**config.mk**
```make
export PLATFORM = sky130hd
export DESIGN_NAME = crc_frame_sequencer
export DESIGN_NICKNAME = d
export VERILOG_FILES = /design/src/rtl/crc_seq_pkg.sv /design/src/rtl/crc_frame_buffer.sv /design/src/rtl/crc_frame_sequencer.sv
export SDC_FILE = /design/constraint.sdc
export NUM_CORES = 1
export LEC_CHECK = 0
export ABC_AREA = 1
export CORE_UTILIZATION = 45
export DETAILED_ROUTE_END_ITERATION = 16
export GPL_ROUTABILITY_DRIVEN = 0
export MAX_ROUTING_LAYER = met4
export PLACE_DENSITY_LB_ADDON = 0.15
export SLEW_MARGIN = 10
export SYNTH_ARGS = -nofsm -noshare
export SYNTH_HDL_FRONTEND = slang
export SYNTH_SLANG_ARGS = --single-unit
```
**constraint.sdc**
```tcl
create_clock -name CLK -period 2.1 [get_ports CLK]
set_input_delay 0.315 -clock CLK [delete_from_list [all_inputs] [get_ports CLK]]
set_output_delay 0.315 -clock CLK [all_outputs]
set_load 0.1 [all_outputs]
```
**src/rtl/crc_seq_pkg.sv**
```systemverilog
// Shared state type and sizing helpers for the CRC frame sequencer.
package crc_seq_pkg;

  localparam int unsigned DATA_W_DEF    = 8;
  localparam int unsigned MAX_BYTES_DEF = 16;
  localparam int unsigned CRC_W_DEF     = 16;

  typedef enum logic [2:0] {
    ST_FILL,
    ST_DROP,
    ST_STREAM,
    ST_AUGMENT,
    ST_READ,
    ST_DONE
  } crc_seq_state_t;

  // Width of a counter/index that must hold 0..n-1, never less than one bit.
  function automatic int unsigned idx_w(input int unsigned n);
    return (n > 1) ? $clog2(n) : 1;
  endfunction

endpackage

```
**src/rtl/crc_frame_buffer.sv**
```systemverilog
// Frame byte store: one write port per beat and a bit-addressed read mux (MSB = bit 0).
module crc_frame_buffer
  import crc_seq_pkg::*;
#(
  parameter int unsigned DATA_W    = DATA_W_DEF,
  parameter int unsigned MAX_BYTES = MAX_BYTES_DEF,
  localparam int unsigned IDX_W    = idx_w(MAX_BYTES),
  localparam int unsigned BIT_W    = idx_w(DATA_W)
) (
  input  logic              clk,
  input  logic              wr_en,
  input  logic [IDX_W-1:0]  wr_idx,
  input  logic [DATA_W-1:0] wr_data,
  input  logic [IDX_W-1:0]  rd_idx,
  input  logic [BIT_W-1:0]  rd_bit,
  output logic              rd_data_c
);

  logic [DATA_W-1:0] mem [MAX_BYTES];
  logic [DATA_W-1:0] word;

  always_ff @(posedge clk) begin
    if (wr_en) begin
      mem[wr_idx] <= wr_data;
    end
  end

  // rd_bit counts from the MSB of the stored beat.
  always_comb begin
    word      = mem[rd_idx];
    rd_data_c = word[BIT_W'(DATA_W - 1) - rd_bit];
  end

endmodule

```
**src/rtl/crc_frame_sequencer.sv**
```systemverilog
// Buffers a byte frame, streams it gap-free into a bit-serial CRC engine, reads the remainder back.
// CRC_SEQ_AUGMENT_EN adds the CRC_W zero-bit augmentation phase after the message.
module crc_frame_sequencer
  import crc_seq_pkg::*;
#(
  parameter int unsigned DATA_W    = DATA_W_DEF,
  parameter int unsigned MAX_BYTES = MAX_BYTES_DEF,
  parameter int unsigned CRC_W     = CRC_W_DEF
) (
  input  logic              CLK,
  input  logic              RESET_N,
  input  logic              IN_VALID,
  input  logic [DATA_W-1:0] IN_DATA,
  input  logic              IN_LAST,
  output logic              IN_READY,
  output logic              CRC_VALID,
  output logic [CRC_W-1:0]  CRC_RESULT,
  input  logic              CRC_READY,
  output logic              ERR,
  output logic              ENG_RESET_N,
  output logic              ENG_DATA,
  output logic              ENG_READ,
  input  logic              ENG_CRC_IN
);

  localparam int unsigned IDX_W = idx_w(MAX_BYTES);
  localparam int unsigned BIT_W = idx_w(DATA_W);
  localparam int unsigned RD_W  = idx_w(CRC_W + 1);
  localparam logic [IDX_W-1:0] LAST_SLOT = IDX_W'(MAX_BYTES - 1);
  localparam logic [BIT_W-1:0] LAST_BIT  = BIT_W'(DATA_W - 1);
  localparam logic [RD_W-1:0]  RD_END    = RD_W'(CRC_W);
`ifdef CRC_SEQ_AUGMENT_EN
  localparam int unsigned AUG_W = idx_w(CRC_W);
  localparam logic [AUG_W-1:0] AUG_END = AUG_W'(CRC_W - 1);
`endif

  crc_seq_state_t    state, state_nx;
  logic [IDX_W-1:0]  byte_cnt, byte_cnt_nx;
  logic [IDX_W-1:0]  last_idx, last_idx_nx;
  logic [IDX_W-1:0]  byte_idx, byte_idx_nx, nxt_byte, rd_idx;
  logic [BIT_W-1:0]  bit_idx, bit_idx_nx, nxt_bit, rd_bit;
  logic [RD_W-1:0]   rd_cnt, rd_cnt_nx;
  logic [CRC_W-1:0]  crc_nx;
  logic              in_ready_nx, crc_valid_nx, err_nx;
  logic              eng_reset_n_nx, eng_data_nx, eng_read_nx;
  logic              accept, wr_en, buf_bit;
`ifdef CRC_SEQ_AUGMENT_EN
  logic [AUG_W-1:0]  aug_cnt, aug_cnt_nx;
`endif

  assign accept = IN_VALID & IN_READY;

  // Bit after the one currently on ENG_DATA; outside STREAM we prefetch the first bit of the frame.
  always_comb begin
    if (bit_idx == LAST_BIT) begin
      nxt_byte = byte_idx + IDX_W'(1);
      nxt_bit  = '0;
    end else begin
      nxt_byte = byte_idx;
      nxt_bit  = bit_idx + BIT_W'(1);
    end
    rd_idx = (state == ST_STREAM) ? nxt_byte : '0;
    rd_bit = (state == ST_STREAM) ? nxt_bit  : '0;
  end

  crc_frame_buffer #(
    .DATA_W    (DATA_W),
    .MAX_BYTES (MAX_BYTES)
  ) u_buffer (
    .clk       (CLK),
    .wr_en     (wr_en),
    .wr_idx    (byte_cnt),
    .wr_data   (IN_DATA),
    .rd_idx    (rd_idx),
    .rd_bit    (rd_bit),
    .rd_data_c (buf_bit)
  );

  // Next-state and next-output decode; every port is a flop loaded from these.
  always_comb begin
    state_nx    = state;
    byte_cnt_nx = byte_cnt;
    last_idx_nx = last_idx;
    byte_idx_nx = byte_idx;
    bit_idx_nx  = bit_idx;
    rd_cnt_nx   = rd_cnt;
    crc_nx      = CRC_RESULT;
    eng_data_nx = 1'b0;
    err_nx      = 1'b0;
    wr_en       = 1'b0;
`ifdef CRC_SEQ_AUGMENT_EN
    aug_cnt_nx  = aug_cnt;
`endif
    case (state)
      ST_FILL: begin
        if (accept) begin
          wr_en       = 1'b1;
          byte_cnt_nx = byte_cnt + IDX_W'(1);
          if (IN_LAST) begin
            state_nx    = ST_STREAM;
            last_idx_nx = byte_cnt;
            byte_idx_nx = '0;
            bit_idx_nx  = '0;
            // A single-beat frame lands in the buffer on this same edge, so bypass it.
            eng_data_nx = (byte_cnt == '0) ? IN_DATA[DATA_W-1] : buf_bit;
          end else if (byte_cnt == LAST_SLOT) begin
            state_nx = ST_DROP;
          end
        end
      end
      ST_DROP: begin
        if (accept && IN_LAST) begin
          err_nx      = 1'b1;
          byte_cnt_nx = '0;
          state_nx    = ST_FILL;
        end
      end
      ST_STREAM: begin
        eng_data_nx = buf_bit;
        byte_idx_nx = nxt_byte;
        bit_idx_nx  = nxt_bit;
        if ((byte_idx == last_idx) && (bit_idx == LAST_BIT)) begin
          eng_data_nx = 1'b0;
          rd_cnt_nx   = '0;
`ifdef CRC_SEQ_AUGMENT_EN
          state_nx    = ST_AUGMENT;
          aug_cnt_nx  = '0;
`else
          state_nx    = ST_READ;
`endif
        end
      end
`ifdef CRC_SEQ_AUGMENT_EN
      ST_AUGMENT: begin
        aug_cnt_nx = aug_cnt + AUG_W'(1);
        if (aug_cnt == AUG_END) begin
          state_nx = ST_READ;
        end
      end
`endif
      ST_READ: begin
        rd_cnt_nx = rd_cnt + RD_W'(1);
        // Engine output trails ENG_READ by a cycle, so the first capture is at c==1.
        if (rd_cnt != '0) begin
          crc_nx = {CRC_RESULT[CRC_W-2:0], ENG_CRC_IN};
        end
        if (rd_cnt == RD_END) begin
          state_nx  = ST_DONE;
          rd_cnt_nx = '0;
        end
      end
      ST_DONE: begin
        if (CRC_VALID && CRC_READY) begin
          state_nx    = ST_FILL;
          byte_cnt_nx = '0;
        end
      end
      default: begin
        state_nx = ST_FILL;
      end
    endcase

    in_ready_nx    = (state_nx == ST_FILL) || (state_nx == ST_DROP);
    crc_valid_nx   = (state_nx == ST_DONE);
    eng_reset_n_nx = (state_nx == ST_STREAM) || (state_nx == ST_AUGMENT) || (state_nx == ST_READ);
    eng_read_nx    = (state_nx == ST_READ) && (rd_cnt_nx != RD_END);
  end

  always_ff @(posedge CLK) begin
    if (!RESET_N) begin
      state       <= ST_FILL;
      byte_cnt    <= '0;
      last_idx    <= '0;
      byte_idx    <= '0;
      bit_idx     <= '0;
      rd_cnt      <= '0;
      CRC_RESULT  <= '0;
      IN_READY    <= 1'b0;
      CRC_VALID   <= 1'b0;
      ERR         <= 1'b0;
      ENG_RESET_N <= 1'b0;
      ENG_DATA    <= 1'b0;
      ENG_READ    <= 1'b0;
    end else begin
      state       <= state_nx;
      byte_cnt    <= byte_cnt_nx;
      last_idx    <= last_idx_nx;
      byte_idx    <= byte_idx_nx;
      bit_idx     <= bit_idx_nx;
      rd_cnt      <= rd_cnt_nx;
      CRC_RESULT  <= crc_nx;
      IN_READY    <= in_ready_nx;
      CRC_VALID   <= crc_valid_nx;
      ERR         <= err_nx;
      ENG_RESET_N <= eng_reset_n_nx;
      ENG_DATA    <= eng_data_nx;
      ENG_READ    <= eng_read_nx;
    end
  end

`ifdef CRC_SEQ_AUGMENT_EN
  always_ff @(posedge CLK) begin
    if (!RESET_N) begin
      aug_cnt <= '0;
    end else begin
      aug_cnt <= aug_cnt_nx;
    end
  end
`endif

endmodule

```
==> flow_summary.yaml <==
status:
  outcome: "finished, violations left"
  violations: "setup timing"
logic_synthesis:
  ys_ff_latch: 173
  synth_cell_types: 34
  synth_area_sq_mm: 0.00740
  ys_warn_count: 0
  synthCells: 752
  syn_avg_cell_area_sq_um: 9.83
  async_reset_ff_frac: 0
  synth_edf_count: 128
  ys.flop_type: "edfxtp_1"
  synth-seq-area-share: 0.642
  syn_nets: 776
detailed_routing:
  antenna_left: 0
  wirelength_mm: 20.0
  drt_iter0_drc: 501
  dr.pass1.iters: 5
  wl_met3_mm: 1.28
  vias: 5753
  wl_met1_mm: 8.39
  top_layer: "met4"
  wire_per_inst_microns: 18.5
  via_per_inst: 5.33
  dr_wl_met2_mm: 9.86
  drc: 0
timing:
  min_period_ns: 2.13
  fin_crit_sh: 1.01
  finalClockSkew_ns: 0.00898
  finalSetupViolations: 1
  hold_viol_final: 0
  fmax_mhz: 470
  drv_slew: 0
  grt_setup_unrepaired: "yes"
  tightest_slew_ns: 0.708
  slew_headroom: 0.526
  setup_ws_ns: -0.0275
  whs_ns: 0.493
global_route:
  grt_pass1_wl_mm: 29.1
  grt_pass1_vias: 5459
  gr-total-overflow: 0
  antenna_found_initial: 0
  track_usage: 0.243
  grt_max_degree: 38
layout:
  syn2layout_area_growth_pct: 29.5
  layout_commonest_cell: "nand2_1"
  fin_util: 0.601
  fin_cells: 1080
  most-common-layout-cells: "nand2_1 (169), edfxtp_1 (128), nand3_1 (83)"
  fin_nets: 875
  num_antenna_cells: 0
  drive_gt1_frac: 0.256
clocking:
  path_clk_slew_ns: 0.07
  ctsHtreeMaxLevel: 4
  cts-root-buf: "clkbuf_16"
  cts_hold_buf: 0
  clock_latency_ns: 0.43
  cts_sinks: 173
  cts_inserted_buffers: 17
  cts_tree: "built"
  cts.path.max_buffers: 2
worst_setup_path:
  r2r-start: "bit_idx[0]"
  critical_path_arrival_ns: 2.46
  critical_path_class: "register to register"
  reg2regPathDepth: 18
  cp-end-kind: "register"
  r2r-end: "ENG_DATA"
  cp.required_ns: 2.43
  path_max_fanout: 8
  critical_path.startpoint_type: "register"
  rrSetupSlack_ns: -0.03
placed_design:
  hpwl_mm: 12.4
  place_inst: 1033
  place_ws_ns: -0.166
  io_buffers: 35
floorplan:
  die_x_microns: 130
  initial_core_util: 0.464
  io_pins: 36
  die_h_microns: 130
  core_sq_mm: 0.0159
  rows: 46
  dieArea_sq_mm: 0.0170
worst_hold_path:
  hold_path_depth: 2
  hp-class: "register to register"
  min_to: "bit_idx[1]"
  worstHoldStart: "bit_idx[1]"
flow_run:
  drv_cap: 0
power:
  p_per_area_mw_per_mm2: 772
  p_total_uw: 7390
  p_leak_uw: 0.00385
  max-vdd-ir-drop_v: 0.000611
worst max-delay path by stage:
| stage | slack [ns] | depth (start not counted) | to | start |
|---|---|---|---|---|
| floorplan | -0.09 | 4 | u_buffer.mem[3][0] | IN_READY |
| global placement | -0.10 | 17 | ENG_DATA | bit_idx[0] |
| detailed placement | -0.17 | 16 | ENG_DATA | bit_idx[0] |
| CTS | -0.04 | 18 | ENG_DATA | bit_idx[1] |
| global route | -0.12 | 19 | ENG_DATA | bit_idx[0] |
| finish | -0.03 | 18 | ENG_DATA | bit_idx[0] |
flip-flops by register name, summed over array words and instances, names as in the netlist:
register      flops
u_buffer.mem    128
CRC_RESULT       16
rd_cnt            5
byte_cnt          4
byte_idx          4
last_idx          4
bit_idx           3
state             3
CRC_VALID         1
ENG_DATA          1
ENG_READ          1
ENG_RESET_N       1
ERR               1
IN_READY          1
synth_stat cells, drive strengths merged (2+ instances only):
library cell,count,area (sq um)
inv,63,236
buf,24,141
a22oi,3,22.5
dfxtp,45,901
nor3b,2,15.0
nand2,192,723
ha,10,125
nand4,3,18.8
edfxtp,128,3840
nand3,128,641
clkbuf,6,22.5
xor2,3,26.3
a21oi,17,85.1
nor3,13,81.3
nor2,79,309
xnor2,2,17.5
o21ai,25,125
or2,3,18.8
area by class of cell:
cell class / count / area (sq um)
tap: 216 / 270
clock buffer: 17 / 425
clock inverter: 15 / 164
sequential: 173 / 4750
timing repair buffer: 109 / 1070
multi-input combinational: 487 / 2650
inverter: 63 / 244
fill: 1332 / 6370
logic make-up (layout without fill, tap and decap cells):
kind of cell	after synthesis	after routing	synth area share
simple gates	423	424	0.247
buf+inv	93	204	0.0541
xor+xnor	5	5	0.00592
compound gates	48	48	0.0345
flops	173	173	0.642
fa+ha+maj	10	10	0.0169
critical path: stages (launching register included):
cell and delay, ns:
dfxtp_2 0.34, ha_4 0.18, ha_4 0.18, inv_4 0.08
nand2_4 0.06, nand2_4 0.10, nor2_4 0.04, buf_6 0.13
clkbuf_16 0.16, nand2_1 0.06, nand3_1 0.09, nand3_2 0.10
nand3_2 0.08, nand3_2 0.09, nand3_1 0.06, nand3_1 0.10
nand3_1 0.08, nand2_1 0.06, inv_1 0.04
metrics by stage:
stage          cell area, sq um  setup TNS (ns)
2_1_floorplan              7400           -2.60
3_3_place_gp               8300          -0.277
3_5_place_dp               8300          -0.370
4_1_cts                    9020         -0.0396
5_1_grt                    9580          -0.116
6_report                   9580         -0.0275
metal layers:
layer / GRT usage / up-vias
met5: - / -
met4: 0.102 / 0
met3: 0.0390 / 32
met2: 0.392 / 223
met1: 0.305 / 2761
li1: - / 2737
what timing repair did:
item                                    CTS  global route
setup buffers                             1             5
endpoints found under the setup margin    1            16
gates resized for setup                  21            88
pin swaps                                 3            39
gates cloned                              1             9
where the power goes:
part           switching (uW)  total (uW)  internal, uW  leakage (uW)
Sequential               31.9        3750          3720       0.00152
Combinational             343         499           155       0.00206
Clock                    1380        3140          1770      0.000272
(Power assumes the default switching activity.)
